### src/rtl/instr_encoder.sv
// RV64 instruction encoder: turns field bundles into 32-bit words with
// sequential addresses, using a valid/ready handshake on both sides.
module instr_encoder #(
  parameter int MAX_INSTR = 1024
) (
  input  logic        clk,
  input  logic        rst_n,
  input  logic        start,
  input  logic [63:0] baseAddr,
  input  logic        inValid,
  output logic        inReady,
  input  logic [2:0]  opSel,
  input  logic [4:0]  rd,
  input  logic [4:0]  rs1,
  input  logic [4:0]  rs2,
  input  logic [12:0] imm,
  output logic        outValid,
  input  logic        outReady,
  output logic [31:0] instruction,
  output logic [63:0] instrAddr,
  output logic [15:0] count,
  output logic        error
);

  typedef enum logic [1:0] {IDLE, RUN, DONE, ERR} state_t;

  localparam logic [16:0] MAX_ACC = 17'(MAX_INSTR);
  localparam logic [15:0] MAX_CNT = 16'(MAX_INSTR);

  state_t      state;
  logic [63:0] next_addr;
  logic [16:0] acc_cnt;
  logic [31:0] enc_word;
  logic        enc_illegal;
  logic        accept;
  logic        xfer;

  always_comb begin
    enc_word    = '0;
    enc_illegal = 1'b0;
    case (opSel)
      3'd0: enc_word = {7'b0000000, rs2, rs1, 3'b000, rd, 7'b0110011};
      3'd1: enc_word = {7'b0100000, rs2, rs1, 3'b000, rd, 7'b0110011};
      3'd2: enc_word = {7'b0000000, rs2, rs1, 3'b111, rd, 7'b0110011};
      3'd3: enc_word = {7'b0000000, rs2, rs1, 3'b110, rd, 7'b0110011};
      3'd4: begin
        // offset must fit the 12-bit signed field
        enc_illegal = imm[12] ^ imm[11];
        enc_word    = {imm[11:0], rs1, 3'b011, rd, 7'b0000011};
      end
      3'd5: begin
        enc_illegal = imm[12] ^ imm[11];
        enc_word    = {imm[11:5], rs2, rs1, 3'b011, imm[4:0], 7'b0100011};
      end
      3'd6: begin
        enc_illegal = imm[0];
        enc_word    = {imm[12], imm[10:5], rs2, rs1, 3'b000, imm[4:1], imm[11], 7'b1100011};
      end
      default: enc_illegal = 1'b1;
    endcase
  end

  assign inReady = (state == RUN) && !start && (acc_cnt < MAX_ACC) && (!outValid || outReady);
  assign accept  = inValid && inReady;
  assign xfer    = outValid && outReady;

  always_ff @(posedge clk or negedge rst_n) begin
    if (!rst_n) begin
      state       <= IDLE;
      outValid    <= 1'b0;
      instruction <= '0;
      instrAddr   <= '0;
      count       <= '0;
      error       <= 1'b0;
      next_addr   <= '0;
      acc_cnt     <= '0;
    end else if (start) begin
      state     <= RUN;
      outValid  <= 1'b0;
      count     <= '0;
      error     <= 1'b0;
      next_addr <= baseAddr;
      acc_cnt   <= '0;
    end else begin
      if (xfer) begin
        outValid <= 1'b0;
        count    <= count + 16'd1;
      end
      // a legal accept reloads outValid after any same-cycle transfer cleared it
      if (accept) begin
        if (enc_illegal) begin
          error <= 1'b1;
          state <= ERR;
        end else begin
          outValid    <= 1'b1;
          instruction <= enc_word;
          instrAddr   <= next_addr;
          next_addr   <= next_addr + 64'd4;
          acc_cnt     <= acc_cnt + 17'd1;
        end
      end else if (state == RUN && count == MAX_CNT && !outValid) begin
        state <= DONE;
      end
    end
  end

endmodule
### config.mk
export PLATFORM = sky130hd
export DESIGN_NAME = instr_encoder
export DESIGN_NICKNAME = d
export VERILOG_FILES = /design/src/rtl/instr_encoder.sv
export SDC_FILE = /design/constraint.sdc
export NUM_CORES = 1
export LEC_CHECK = 0
export ABC_AREA = 1
export CAP_MARGIN = 10
export CORE_MARGIN = 5
export CORE_UTILIZATION = 34
export DETAILED_ROUTE_END_ITERATION = 8
export DONT_BUFFER_PORTS = 1
export PLACE_DENSITY_LB_ADDON = 0.3
export REMOVE_ABC_BUFFERS = 1
export SLEW_MARGIN = 20
export SYNTH_ARGS = -nofsm -noshare
export SYNTH_HDL_FRONTEND = slang
export SYNTH_SLANG_ARGS = --single-unit
### constraint.sdc
create_clock -name clk -period 4.8 [get_ports clk]
set_input_delay 0.48 -clock clk [delete_from_list [all_inputs] [get_ports clk]]
set_output_delay 0.48 -clock clk [all_outputs]
set_load 0.02 [all_outputs]
==> results of run 1 <==
## layout by cell type (no fill, tap or decap), drive strengths merged
cell type	count
nand2	588
dfrtp	194
nor2	170
inv	114
nand3	112
o21ai	90
nand4	24
xor2	18
a21boi	18
clkbuf	17
a21oi	13
nor3	10
xnor2	10
clkinv	9
o211ai	8
a22oi	5
or2	4
a31oi	4
ha	4
buf	4
o21a	2
conb	2
diode	1
o31ai	1
o22ai	1
o2111ai	1
o221ai	1
a211oi	1
## where the power goes
| group | switching [mW] | internal, mW | leakage, nW |
|---|---|---|---|
| sequential | 0.766 | 2.02 | 2.45 |
| clock | 0.750 | 0.702 | 0.291 |
| combinational | 0.393 | 0.256 | 2.41 |
## per-layer routing
metal | routed length (µm) | part of all wire (%) | vias to the layer above | GRT usage (%)
met2 | 15200 | 48 | 223 | 30.8
met3 | 2180 | 6.9 | 32 | 4.80
li1 | - | - | 4526 | -
met5 | 34 | 0.11 | - | 0
met1 | 13500 | 43 | 4193 | 23.6
met4 | 607 | 1.9 | 4 | 5.73
## flip-flops by register name, summed over array words and instances (netlist names)
name         flops
instrAddr       64
next_addr       64
instruction     29
acc_cnt         17
count           16
state            2
error            1
outValid         1
## worst max-delay path: stages (launching register included)
cell	delay, ps
dfrtp_1	490
inv_1	110
nor2_1	40
nor2_1	150
nand3_2	150
nor2_4	520
buf_4	820
nand2_1	150
o21a_1	150
## worst paths after layout
path,start,end,slack (ps)
max,outValid$_DFF_PN0_,instrAddr[2]$_DFFE_PN0P_,1970
min in group clk,outReady,outValid$_DFF_PN0_,110
min reg2reg,next_addr[1]$_DFFE_PN0P_,next_addr[1]$_DFFE_PN0P_,480
min,rst_n,instrAddr[12]$_DFFE_PN0P_,-280
max reg2reg,outValid$_DFF_PN0_,instrAddr[2]$_DFFE_PN0P_,1970
max in group asynchronous,rst_n,instruction[28]$_DFFE_PN0P_,4850
## cells by family (layout without fill, tap and decap cells)
logic type,count (synthesis),count (layout),synth area share [%]
DFF,194,194,46.8
and+or+nand+nor,908,908,35.5
adders and majority gates,4,4,0.482
xor gates and xnor gates,28,28,2.36
AOI/OAI and AO/OA,145,145,8.31
other,1,3,0.0361
buffers and inverters,157,144,6.49
## final cells by class
type	count	area, µm²
fillers	3255	19100
flip-flops and latches	194	4850
multi-input cells	1087	4850
well taps	396	495
clock buffers	17	425
inverters	108	408
clock inverters	15	170
repair buffers	4	30.0
diodes	1	2.50
==> metrics.md, run 1 <==
| Metric | Value |
|---|---|
| Status | finished with violations |
| Failing checks | hold timing |
| Input/output buffers | 0 |
| Max IR drop VDD | about 0.00023 V |
| Drc violations | 0 |
| Worst-skew pair later-pin latency | 460 ps |
| Final RePlAce weighted congestion | between 0.9 and 1 |
| Vias in the first global route | 8,849 |
| Fin worst setup slack | ~2000 ps |
| Tot Pwr | between 4 and 5 mW |
| Pin count of the biggest net entering global routing | around 200 |
| Placed Cells | 1,789 |
| Final setup vio count | 0 |
| Vias per Instance | about 5 |
| Reg clk slew, reported paths | 90 ps |
| Post-route cell area | roughly 11,000 µm² |
| Root buf cell | clkbuf_16 |
| Final Net Count | 1,516 |
| Setup TNS Final | 0 ps |
| CTS tree | built |
| Fin. Hold Viols | 194 |
| Fin Clk Skew | between 20 and 25 ps |
| Cells after synthesis | 1,437 |
| Commonest cells in the netlist | 585 x nand2_1, 194 x dfrtp_1, 158 x nor2_1, 111 x nand3_1, 104 x inv_1 |
| Tightest Hold Check Type | input pin to async pin |
| First-pass GRT wire length | approximately 49,000 µm |
| Critical Path RT | slightly above 5000 ps |
| Largest area contributor in the netlist | dfrtp_1 |
| Max Buffers Root-to-Sink | 2 |
| Peak Freq | around 0.35 GHz |
| Worst Setup End Kind | flip-flop |
| Area fraction of the dominant cell type after synthesis | between 40% and 50% |
| Period utilization | between 50% and 60% |
| Seq/Total Area, Yosys | roughly 47% |
| Critical path peak fanout | a little under 90 |
| Post-synthesis to final-layout area growth | 8.31% |
| Initial antenna violation count | 3 |
| Pins Over Slew Limit | 0 |
| Core Util, Final | 37.0% |
| Crit path time final | ~2800 ps |
| Startpoint class of the critical path | flip-flop |
| DP HPWL | roughly 23,000 µm |
| Post-synth cell types | 36 |
| Detail Route Antenna Nets | 0 |
| Final Instance Count excl. Fillers | between 1.5k and 2k |
| First-pass DRT Iterations | 5 |
| Max-cap violations | 0 |
| Count leader, synth | nand2_1 |
| R2R cell count | 8 |
| Pwr/cell area | 435 nW/µm² |
| # IOs | about 220 |
| CTS HTree Levels | 4 |
| CTS Buf Count | 17 |
| Top_reg_cell synth | dfrtp_1 |
| Synth top area cells | dfrtp_1 47%, nand2_1 21%, nor2_1 5.7%, nand3_1 5.4%, inv_1 3.8% |
| Starting Density | 34.2% |
| Via Count | ~9.0k |
| Least-Margin Pin Slew | between 900 and 1000 ps |
| Die width | 185 µm |
| Core ar. | around 30,000 µm² |
| Number of synthesized flops with an enable pin | 0 |
| Die Ht | between 150 and 200 µm |
| Hold WS | -278 ps |
| Place WS | approximately 1900 ps |
| Cell area after synthesis | between 10,000 and 15,000 µm² |
| Synth warn | 0 |
| Layout cells sized above 1 | 4.63% |
| # rows | 64 |
| Wirelength per Cell | 17.3 µm |
| CTS resizes | 0 |
| Synthesized area per cell | 7.22 µm² |
| Remaining global-route overflow | 0 |
| Slew margin rel. | 35.8% |
| RSZ-0062 raised after global routing | no |
| Post-synthesis register bit count | approximately 190 |
| Dpl cell area | 10,600 µm² |
| Post-synth ARST share | 100% |
| Leakage power | just over 5 nW |
| DIE AREA | 34,100 µm² |
| Post-CTS Setup Bufs | 0 |
| GR Util All Layers | 18.5% |
| CP Class | flip-flop to flip-flop |
| Clock sink count | 194 |
| Initial DRC count | between 600 and 700 |
| WP data arrival | about 3200 ps |
| Routed Wire Length | ~32,000 µm |
Note: power is estimated with default switching activity, not from simulation.
==> run 2, diff against run 1 <==
- clock period: 4.8 -> 2.8 ns (I/O delays scaled with it)
==> metrics.md, run 2 (synthesis results as in run 1) <==
| Metric | Value |
|---|---|
| Status | finished with violations |
| Failing checks | hold timing |
| Fin Clk Skew | roughly 17 ps |
| RSZ-0062 raised after global routing | no |
| Most frequent cells in the layout | 585 x nand2_1, 194 x dfrtp_1, 158 x nor2_1 |
| Hold buffer count at CTS | 67 |
| Initial antenna violation count | 0 |
| Tot Pwr | 8.69 mW |
| Worst Setup End Kind | flip-flop |
| Final Instance Count excl. Fillers | roughly 1.9k |
| Max-cap violations | 0 |
| First-pass GRT wire length | a little over 50,000 µm |
| Core ar. | between 30,000 and 40,000 µm² |
| DIE AREA | between 30,000 and 40,000 µm² |
| CTS resizes | 0 |
| GR Util All Layers | between 10% and 20% |
| Post-CTS Setup Bufs | 0 |
| Via Count | 9,295 |
| WP data arrival | between 2000 and 3000 ps |
| Startpoint class of the critical path | flip-flop |
| Drc violations | 0 |
| Switching Power | ~3.2 mW |
| Die Ht | ~180 µm |
| # rows | 64 |
| Slew margin rel. | between 60% and 70% |
| Die width | around 180 µm |
| Detail Route Antenna Nets | 0 |
| Final RePlAce weighted congestion | roughly 0.91 |
| Critical path peak fanout | between 100 and 150 |
| Fin. Hold Viols | ~190 |
| Most common cell after layout, fill and taps aside | nand2_1 |
| Leakage power | 5.47 nW |
| Clock share of power | 30.3% |
| Crit path time final | 2420 ps |
| Placed Cells | around 1.8k |
| Starting Density | about 34% |
| Input/output buffers | 0 |
| Final Net Count | about 1.6k |
| Max IR drop VDD | roughly 0.00043 V |
| Clock sink count | between 150 and 200 |
| Least-Margin Pin Slew | 564 ps |
| Share of power burned in combinational logic | 14.6% |
| Post-synthesis to final-layout area growth | 15.7% |
| CP Class | flip-flop to flip-flop |
| Filler cells | roughly 3.2k |
| Pint | 5.46 mW |
| Root buf cell | clkbuf_16 |
| Critical Path RT | about 3200 ps |
| # IOs | 215 |
| Pin count of the biggest net entering global routing | roughly 200 |
| Period utilization | between 80 and 90% |
| Pins Over Slew Limit | 0 |
| Peak Freq | ~0.41 GHz |
| Biggest regs | instrAddr (64), next_addr (64), instruction (29) |
| Vias in the first global route | about 9.3k |
| Wirelength per Cell | about 17 µm |
| Sw frac | 37.2% |
| First-pass DRT Iterations | 5 |
| CTS tree | built |
| Remaining global-route overflow | 0 |
| Reg clk slew, reported paths | 70 ps |
| Hold WS | -479 ps |
| Vias per Instance | roughly 4.9 |
| CTS Buf Count | 17 |
| Pwr/cell area | 724 nW/µm² |
| Worst-skew pair later-pin latency | about 460 ps |
| Routed Wire Length | ~33,000 µm |
| Max Buffers Root-to-Sink | 2 |
| Initial DRC count | between 600 and 700 |
| Tightest Hold Check Type | input pin to async pin |
| Layout cells sized above 1 | ~4.6% |
| DP HPWL | roughly 23,000 µm |
| CTS HTree Levels | 4 |
| Final setup vio count | 0 |
| Sequential share of power | between 50% and 60% |
run 2: worst paths after layout:
path | start | endpoint | slack [ps] | cells after the start
worst max-delay path | outValid$_DFF_PN0_ | instruction[9]$_DFFE_PN0P_ | 380 | 9
worst min register to register | next_addr[0]$_DFFE_PN0P_ | next_addr[0]$_DFFE_PN0P_ | 470 | 2
min in group clk | rs2[3] | instruction[23]$_DFFE_PN0P_ | 30 | 2
max in group asynchronous | rst_n | next_addr[57]$_DFFE_PN0P_ | 2830 | 0
worst min-delay path | rst_n | instruction[1]$_DFFE_PN0P_ | -480 | 0
worst max register to register | outValid$_DFF_PN0_ | instruction[9]$_DFFE_PN0P_ | 380 | 9
run 2: layout make-up:
type | count | area (µm²) | share of cell area, %
Clock buffer | 19 | 443 | 3.69
Timing Repair Buffer | 74 | 778 | 6.48
Tap cell | 396 | 495 | 4.13
Clock inverter | 13 | 173 | 1.44
Inverter | 108 | 408 | 3.40
Antenna cell | 1 | 2.50 | 0.0208
Sequential cell | 194 | 4850 | 40.4
Multi-Input combinational cell | 1087 | 4850 | 40.4
run 2: per-layer routing:
metal	share of wire (%)	global-route usage, %
met3	7.0	5.51
met2	48	32.3
met4	1.7	5.05
met5	0	0
met1	44	25.2
run 2: critical path, stage by stage, from the launching register on:
cell and delay (ps):
dfrtp_1 480, inv_1 110, nor2_1 50, nor2_1 150, nand3_2 140, nor2_4 160
buf_12 420, nor2_1 100, a31oi_1 160, dlygate4sd3_1 560
run 2: stage by stage:
| stage | TNS [ps] | util [%] | cell area (µm²) | setup WS [ps] |
|---|---|---|---|---|
| 2_1_floorplan | -85140 | - | 10100 | -915 |
| 3_3_place_gp | 0 | 35.3 | 10700 | 797 |
| 3_5_place_dp | 0 | 35.3 | 10700 | 727 |
| 4_1_cts | 0 | 39.6 | 12000 | 362 |
| 5_1_grt | 0 | 39.6 | 12000 | 115 |
| 6_report | 0 | 39.6 | 12000 | 377 |
run 2: power groups by stage:
stage          clock network, mW  registers [mW]  logic [mW]
2_1_floorplan                  0            4.60       0.908
3_3_place_gp                   0            4.85        1.11
3_5_place_dp                   0            4.86        1.15
4_1_cts                     2.71            4.81        1.29
5_1_grt                     2.83            4.89        1.49
6_report                    2.63            4.79        1.27
==> run 3, diff against run 2 <==
- CELL_PAD_IN_SITES_DETAIL_PLACEMENT: not set -> 0
- CELL_PAD_IN_SITES_GLOBAL_PLACEMENT: not set -> 1
==> metrics.md, run 3 (synthesis results as in run 1) <==
| Metric | Value |
|---|---|
| Leakage power | approximately 5.4 nW |
| Worst Setup End Kind | flip-flop |
| WP data arrival | roughly 2900 ps |
| Clock sink count | between 150 and 200 |
| Period utilization | roughly 92% |
| Worst path buffer plus inverter count | 3 |
| Crit path max-delay family | buffers and inverters |
| Placed Cells | ~1.8k |
| Routed Wire Length | about 34,000 µm |
| Root buf cell | clkbuf_16 |
| Layout cells sized above 1 | 4.56% |
| Multi-input gate area | roughly 4900 µm² |
| Critical Path RT | approximately 3100 ps |
| Post-synthesis to final-layout area growth | 14.9% |
| Core ar. | 30,300 µm² |
| Least-Margin Pin Slew | about 640 ps |
| Crit path time final | about 2600 ps |
| # rows | 64 |
| Worst-skew pair later-pin latency | approximately 450 ps |
| Final Instance Count excl. Fillers | 1,888 |
| Worst path max stage delay | approximately 600 ps |
| Worst R2R Start | outValid$_DFF_PN0_ |
| Tightest Hold Check Type | input pin to async pin |
| Most common cell after layout, fill and taps aside | nand2_1 |
| First-pass DRT Iterations | 5 |
| CTS tree | built |
| Cell Chain, Critical Path | inv_1 > nor2_1 > nor2_1 > nand3_2 > nor2_4 > buf_12 > a31oi_1 > dlygate4sd3_1 |
| Startpoint class of the critical path | flip-flop |
| Die width | roughly 180 µm |
| Max Buffers Root-to-Sink | 2 |
| Filler cells | between 3k and 4k |
| Hold WS | -477 ps |
| Pin count of the biggest net entering global routing | about 200 |
| CP Class | flip-flop to flip-flop |
| Die Ht | 185 µm |
| Fin Clk Skew | between 15 and 20 ps |
| GR Util All Layers | 19.6% |
| Wirelength per Cell | approximately 18 µm |
| Max-cap violations | 0 |
| RSZ-0062 raised after global routing | no |
| DP HPWL | 23,300 µm |
| Tot Pwr | roughly 8.5 mW |
| Biggest regs | instrAddr (64), next_addr (64), instruction (29) |
| Status | finished with violations |
| Seq. cell area | around 4900 µm² |
| Failing checks | hold timing |
| Vias in the first global route | ~9.2k |
| Initial antenna violation count | 1 |
| R2r setup slk | 240 ps |
| # IOs | roughly 220 |
| CTS Buf Count | 17 |
| Place WS | between 500 and 600 ps |
| Detail Route Antenna Nets | 0 |
| Cell mode on critical path | nor2_1 |
| Starting Density | around a third |
| Slew margin rel. | between 50 and 60% |
| Crit-path slowest cell | dlygate4sd3_1 |
| Peak Freq | around 0.39 GHz |
| Reg clk slew, reported paths | ~80 ps |
| Most frequent cells in the layout | 585 x nand2_1, 194 x dfrtp_1, 158 x nor2_1 |
| Max IR drop VDD | between 0.0003 and 0.0004 V |
| First-pass GRT wire length | 52,500 µm |
| Final setup vio count | 0 |
| CTS HTree Levels | 4 |
| Post-CTS Setup Bufs | 0 |
| CTS resizes | 0 |
| Hold buffer count at CTS | 63 |
| Pins Over Slew Limit | 0 |
| Critical path peak fanout | about 110 |
| Pwr/cell area | just over 700 nW/µm² |
| Fin. Hold Viols | a little under 200 |
| CP Depth | 8 |
| R2R Path End | instruction[8]$_DFFE_PN0P_ |
| Initial DRC count | between 500 and 600 |
| R2R cell count | 8 |
| Via Count | 9,234 |
| Drc violations | 0 |
| ANT cells | 0 |
| Final RePlAce weighted congestion | about 0.86 |
| Remaining global-route overflow | 0 |
| Vias per Instance | 4.89 |
| DIE AREA | between 30,000 and 40,000 µm² |
| Fin worst setup slack | 236 ps |
| Input/output buffers | 0 |
| Final Net Count | 1,583 |
==> run 3: changes by cell type in the layout (fill, tap and decap cells not counted), moves of 2 or more <==
cell,change
bufinv_16,-3
clkinv_8,+3
clkinv_4,+2
dlygate4sd3_1,-2
inv_6,-2
inv_8,+2
==> run 3: final cells by class <==
cell class                 instances  share of cell area (%)
clock buffer                      18                    3.60
clock inverter                    14                    1.25
inverter                         108                    3.42
multi-input combinational       1087                    40.7
sequential                       194                    40.7
tap                              396                    4.15
timing repair buffer              71                    6.19
==> run 3: how the worst max path moves through the flow <==
stage	from	endpoint	slack (ps)
after floorplan	outValid$_DFF_PN0_	error$_DFFE_PN0P_	-920
after global placement	outValid$_DFF_PN0_	next_addr[34]$_DFFE_PN0P_	610
after detailed placement	outValid$_DFF_PN0_	next_addr[38]$_DFFE_PN0P_	530
after CTS	outValid$_DFF_PN0_	instruction[8]$_DFFE_PN0P_	350
after global routing	state[0]$_DFFE_PN0P_	instruction[10]$_DFFE_PN0P_	80
final	outValid$_DFF_PN0_	instruction[8]$_DFFE_PN0P_	240
==> run 3: where the power goes <==
part	switching, mW	internal [mW]	total [mW]
combinational	0.728	0.539	1.27
clock	1.30	1.19	2.49
sequential	1.31	3.46	4.77
total	3.34	5.19	8.53
==> run 3: per-layer routing <==
layer / vias to the layer above / track usage, % / part of all wire, %
li1: 4650 / - / -
met5: - / 0 / 0.060
met4: 2 / 4.17 / 1.2
met1: 4330 / 27.8 / 48
met2: 227 / 30.6 / 45
met3: 25 / 4.85 / 6.2
==> run 3: per-stage QoR <==
stage / hold WS (ps) / utilization [%] / instance area [µm²] / setup TNS [ps]
after floorplan: -15.6 / - / 10100 / -85140
after global placement: -11.5 / 35.2 / 10700 / 0
after detailed placement: -11.4 / 35.2 / 10700 / 0
after CTS: -504 / 39.2 / 11900 / 0
after global routing: -510 / 39.3 / 11900 / 0
final: -477 / 39.3 / 11900 / 0
==> run 3: worst reg2reg max path, cell delays in order, from the launching register on <==
cell	delay (ps)
dfrtp_1	480
inv_1	120
nor2_1	50
nor2_1	170
nand3_2	150
nor2_4	170
buf_12	360
a31oi_1	360
dlygate4sd3_1	600
